**src/rtl/mux_8_1_pkg.sv**
```systemverilog
// Shared constants for the 8:1 word multiplexer: select width, lane count
// and the default lane-enable mask.
package mux_8_1_pkg;
    localparam int unsigned SEL_W = 3;
    localparam int unsigned LANES = 8;
    localparam logic [LANES-1:0] DEFAULT_LANE_MASK = 8'hFF;
endpackage

```
**src/rtl/mux_8_1_sel.sv**
```systemverilog
// Combinational 8:1 word decode; lanes disabled in LANE_MASK read as zero.
module mux_8_1_sel
    import mux_8_1_pkg::*;
#(
    parameter int unsigned       WORD      = 16,
    parameter logic [LANES-1:0]  LANE_MASK = DEFAULT_LANE_MASK
) (
    input  logic [SEL_W-1:0] sel_i,
    input  logic [WORD-1:0]  in_0_i,
    input  logic [WORD-1:0]  in_1_i,
    input  logic [WORD-1:0]  in_2_i,
    input  logic [WORD-1:0]  in_3_i,
    input  logic [WORD-1:0]  in_4_i,
    input  logic [WORD-1:0]  in_5_i,
    input  logic [WORD-1:0]  in_6_i,
    input  logic [WORD-1:0]  in_7_i,
    output logic [WORD-1:0]  out_o
);

    always_comb begin
        out_o = '0;
        if (LANE_MASK[sel_i]) begin
            case (sel_i)
                3'd0:    out_o = in_0_i;
                3'd1:    out_o = in_1_i;
                3'd2:    out_o = in_2_i;
                3'd3:    out_o = in_3_i;
                3'd4:    out_o = in_4_i;
                3'd5:    out_o = in_5_i;
                3'd6:    out_o = in_6_i;
                default: out_o = in_7_i;
            endcase
        end
    end

endmodule

```
**src/rtl/mux_8_1.sv**
```systemverilog
// 8:1 word multiplexer with registered copy of the selected word and select.
// Define MUX_8_1_SEL_ERR_EN to add the registered sel_err flag (masked lane loaded).
module mux_8_1
    import mux_8_1_pkg::*;
#(
    parameter int unsigned       WORD      = 16,
    parameter logic [LANES-1:0]  LANE_MASK = DEFAULT_LANE_MASK
) (
    input  logic             clk,
    input  logic             reset_n,
    input  logic [SEL_W-1:0] select,
    input  logic [WORD-1:0]  IN_0,
    input  logic [WORD-1:0]  IN_1,
    input  logic [WORD-1:0]  IN_2,
    input  logic [WORD-1:0]  IN_3,
    input  logic [WORD-1:0]  IN_4,
    input  logic [WORD-1:0]  IN_5,
    input  logic [WORD-1:0]  IN_6,
    input  logic [WORD-1:0]  IN_7,
    input  logic             load,
    output logic [WORD-1:0]  OUT,
    output logic [WORD-1:0]  OUT_Q,
    output logic [SEL_W-1:0] sel_q
`ifdef MUX_8_1_SEL_ERR_EN
    ,
    output logic             sel_err
`endif
);

    logic [WORD-1:0]  out_d;
    // Power-up value keeps OUT_Q defined before the first reset or load edge.
    logic [WORD-1:0]  out_q     = '0;
    logic [SEL_W-1:0] sel_cap_q = '0;

    mux_8_1_sel #(
        .WORD      (WORD),
        .LANE_MASK (LANE_MASK)
    ) u_sel (
        .sel_i  (select),
        .in_0_i (IN_0),
        .in_1_i (IN_1),
        .in_2_i (IN_2),
        .in_3_i (IN_3),
        .in_4_i (IN_4),
        .in_5_i (IN_5),
        .in_6_i (IN_6),
        .in_7_i (IN_7),
        .out_o  (out_d)
    );

    always_ff @(posedge clk) begin
        if (!reset_n) begin
            out_q     <= '0;
            sel_cap_q <= '0;
        end else if (load) begin
            out_q     <= out_d;
            sel_cap_q <= select;
        end
    end

    assign OUT   = out_d;
    assign OUT_Q = out_q;
    assign sel_q = sel_cap_q;

`ifdef MUX_8_1_SEL_ERR_EN
    logic sel_err_d;
    logic sel_err_q = 1'b0;

    assign sel_err_d = ~LANE_MASK[select];

    always_ff @(posedge clk) begin
        if (!reset_n) begin
            sel_err_q <= 1'b0;
        end else if (load) begin
            sel_err_q <= sel_err_d;
        end
    end

    assign sel_err = sel_err_q;
`endif

endmodule

```
**config.mk**
```make
export PLATFORM = sky130hd
export DESIGN_NAME = mux_8_1
export DESIGN_NICKNAME = d
export VERILOG_FILES = /design/src/rtl/mux_8_1_pkg.sv /design/src/rtl/mux_8_1_sel.sv /design/src/rtl/mux_8_1.sv
export SDC_FILE = /design/constraint.sdc
export NUM_CORES = 1
export LEC_CHECK = 0
export ABC_CLOCK_PERIOD_IN_PS = 5100
export BUFFER_PORTS_ARGS = -buffer_cell sky130_fd_sc_hd__buf_2
export CAP_MARGIN = 10
export CORE_UTILIZATION = 40
export CTS_CLUSTER_SIZE = 30
export DETAILED_ROUTE_END_ITERATION = 6
export GPL_TIMING_DRIVEN = 0
export PLACE_DENSITY = 0.87
export SLEW_MARGIN = 10
export SYNTH_ARGS = -nofsm -noshare
export SYNTH_HDL_FRONTEND = slang
export SYNTH_HIERARCHICAL = 1
export SYNTH_SLANG_ARGS = --single-unit
```
**constraint.sdc**
```tcl
create_clock -name clk -period 5.1 [get_ports clk]
set_clock_uncertainty 0.2 [all_clocks]
set_input_delay 1.275 -clock clk [delete_from_list [all_inputs] [get_ports clk]]
set_output_delay 1.275 -clock clk [all_outputs]
set_load 0.02 [all_outputs]
```
==> reports/metrics.yaml <==
cts_tree: "done"
grt_remaining_overflow: 0
end_kind: "output pin"
ys_seq_elements: 19
dp_cells: 431
slew_violations: 0
holdWs_ns: 0.316
mapped_avg_cell_area_um2: 8.18
final_hold_viols: 0
synth_adder_area_share: 0
grt_first_pass_wirelength_mm: 9.84
synth_simple_gate_area_share: 0.180
place.gp.congestion: 0.888
timing_limited_maximum_frequency_ghz: 0.235
synth.distinct_cells: 31
cts_hold_repair.buffers: 0
overall_global_routing_resource_usage: 0.282
fraction_of_synthesized_area_in_multiplexers: 0.159
drive_gt1_frac: 0.514
final.min_clock_period_ns: 4.26
synth_top_family_by_area: "compound AO/OA/AOI/OAI gates"
cts.sinks: 19
hold_crit_class: "reg -> reg"
power.leakage_nw: 1.37
post_detail_place_hpwl_mm: 5.82
syn2layout_area_growth_pct: 54.0
pin_count_of_the_biggest_net_entering_global_routing: 12
synth_flop_cell: "sky130_fd_sc_hd__dfxtp_1"
floorplan.die_area_um2: 4640
floorplan.rows: 23
ir_drop_mv: 0.234
remaining_drc_errors: 0
critical_path.max_fanout: 10
worst_slew_pin_slew_ns: 0.457
max-cap-violations: 0
timing.critical_path.required_ns: 3.62
synth_xor_xnor_area_share: 0
synth_nets: 348
setup_viol_count_final: 0
synth-compound-area-share: 0.352
total_wirelength_of_the_detailed_routed_design_mm: 7.06
later_pin_clock_latency_in_the_skew_report_ns: 0.26
ios: 169
cts_setup_buffers: 0
core-area_um2: 4090
antenna_found_initial: 0
vias: 2349
final_core_utilization: 0.660
htree_num_levels: 1
ys_warn_count: 6
drt.antenna.violating_nets: 0
initial_utilization: 0.428
route.detailed.wl_per_inst_um: 16.2
netlist_instances: 214
final.setup.tns_ns: 0
status: "finished clean"
n_antenna_cell: 0
instances_no_fill: 435
clock_path_buffers: 2
place.port_buffers: 167
maxSlewHeadroom: 0.695
asyncSetResetFlopFracSynth: 0
nNetsFinal: 520
netlist_area_um2: 1750
crit_arrival_ns: 2.79
criticalPathCategory: "in -> out"
post_cts_resize_count: 0
die_h_um: 68.2
post-route-period-util: 0.836
drt-pass1-iter-count: 4
register_area_share_after_synthesis: 0.217
synth-edff-count: 0
floorplan.die.width_um: 68.2
cts_inserted_buffers: 3
worstSetupStartpointType: "primary input"
power.density_nw_per_um2: 192
detailedRoute.firstIterationViolations: 167
buffer_type_at_the_clock_tree_root: "sky130_fd_sc_hd__clkbuf_8"
rsz0062_at_grt: "no"
via_per_inst: 5.40
worst_setup_hold_path_clk_slew_ns: 0.07
first_global_vias: 2194
final_power_mw: 0.518
## per-layer routing
metal | vias up | GRT usage | part of all wire
li1 | 1165 | - | -
met4 | 0 | 0.107 | 0.019
met2 | 127 | 0.488 | 0.48
met1 | 1040 | 0.353 | 0.42
met5 | - | 0 | 0
met3 | 17 | 0.0350 | 0.083
## final timing paths
| kind | start | to | slack (ns) | cells after the start |
|---|---|---|---|---|
| worst max register to register | OUT_Q[3] | OUT_Q[3] | 4.26 | 2 |
| worst min-delay path | OUT_Q[14] | OUT_Q[14] | 0.32 | 2 |
| worst min register to register | OUT_Q[14] | OUT_Q[14] | 0.32 | 2 |
| worst max-delay path | select[0] | OUT[10] | 0.84 | 8 |
## area by class of cell
cell class | instances | area [um^2]
Multi-Input combinational cell | 172 | 1210
Fill cell | 384 | 1390
Tap cell | 50 | 62.6
Buffer | 22 | 155
Sequential cell | 19 | 380
Inverter | 1 | 3.75
Timing Repair Buffer | 167 | 836
Clock buffer | 3 | 41.3
Clock inverter | 1 | 5.00
## through the flow
stage,cell area (um^2),setup slack [ns]
6_report,2700,0.838
5_1_grt,2700,0.763
4_1_cts,2700,0.863
3_5_place_dp,2650,0.864
3_3_place_gp,2650,0.863
2_1_floorplan,1750,1.18
## sequential cells by signal (all words and copies together), names as in the netlist
name / flops
OUT_Q: 16
sel_q: 3
## synthesized netlist by cell type, types with 2 or more instances
library cell | n | area, um^2
sky130_fd_sc_hd__a21oi_1 | 24 | 120
sky130_fd_sc_hd__nand2_1 | 24 | 90.1
sky130_fd_sc_hd__mux2i_1 | 23 | 230
sky130_fd_sc_hd__a221oi_1 | 22 | 193
sky130_fd_sc_hd__nor2b_1 | 22 | 138
sky130_fd_sc_hd__dfxtp_1 | 19 | 380
sky130_fd_sc_hd__a22oi_1 | 12 | 90.1
sky130_fd_sc_hd__buf_2 | 12 | 60.1
sky130_fd_sc_hd__o22a_1 | 12 | 105
sky130_fd_sc_hd__o21ai_0 | 6 | 30.0
sky130_fd_sc_hd__buf_6 | 5 | 56.3
sky130_fd_sc_hd__nor2_1 | 5 | 18.8
sky130_fd_sc_hd__a41oi_1 | 3 | 26.3
sky130_fd_sc_hd__clkbuf_1 | 3 | 11.3
sky130_fd_sc_hd__mux2_2 | 3 | 33.8
sky130_fd_sc_hd__nand3b_1 | 3 | 22.5
sky130_fd_sc_hd__a211oi_1 | 2 | 15.0
## logic make-up after synthesis
family	after synthesis
compound gates	85
buf+inv	23
flops	19
mux	27
simple gates	60
## report_power, final
group	internal [mW]	leakage, nW	total [mW]	switching (mW)
Sequential	0.161	0.157	0.167	0.00574
Combinational	0.113	1.19	0.246	0.133
Clock	0.0544	0.0255	0.105	0.0506
## worst max-delay path: stages
cell and delay [ns]:
sky130_fd_sc_hd__buf_2 0.15, sky130_fd_sc_hd__buf_6 0.16, sky130_fd_sc_hd__nor2b_4 0.18, sky130_fd_sc_hd__buf_2 0.27, sky130_fd_sc_hd__a22oi_1 0.10, sky130_fd_sc_hd__a21oi_1 0.25, sky130_fd_sc_hd__o22a_1 0.22, sky130_fd_sc_hd__buf_2 0.17
## cells in the final DEF (no fill, tap or decap), types with 2 or more instances in the layout
cell	instances
sky130_fd_sc_hd__nor2_1	5
sky130_fd_sc_hd__a211oi_1	2
sky130_fd_sc_hd__a22oi_1	12
sky130_fd_sc_hd__clkbuf_8	3
sky130_fd_sc_hd__a21oi_1	24
sky130_fd_sc_hd__nand3b_1	3
sky130_fd_sc_hd__a41oi_1	3
sky130_fd_sc_hd__o22a_1	12
sky130_fd_sc_hd__mux2i_1	23
sky130_fd_sc_hd__a221oi_1	22
sky130_fd_sc_hd__nor2b_1	22
sky130_fd_sc_hd__buf_2	179
sky130_fd_sc_hd__dfxtp_1	19
sky130_fd_sc_hd__o21ai_0	6
sky130_fd_sc_hd__clkbuf_1	3
sky130_fd_sc_hd__nand2_1	24
sky130_fd_sc_hd__buf_6	5
sky130_fd_sc_hd__mux2_2	3
Power figures use the tool's default switching activity.
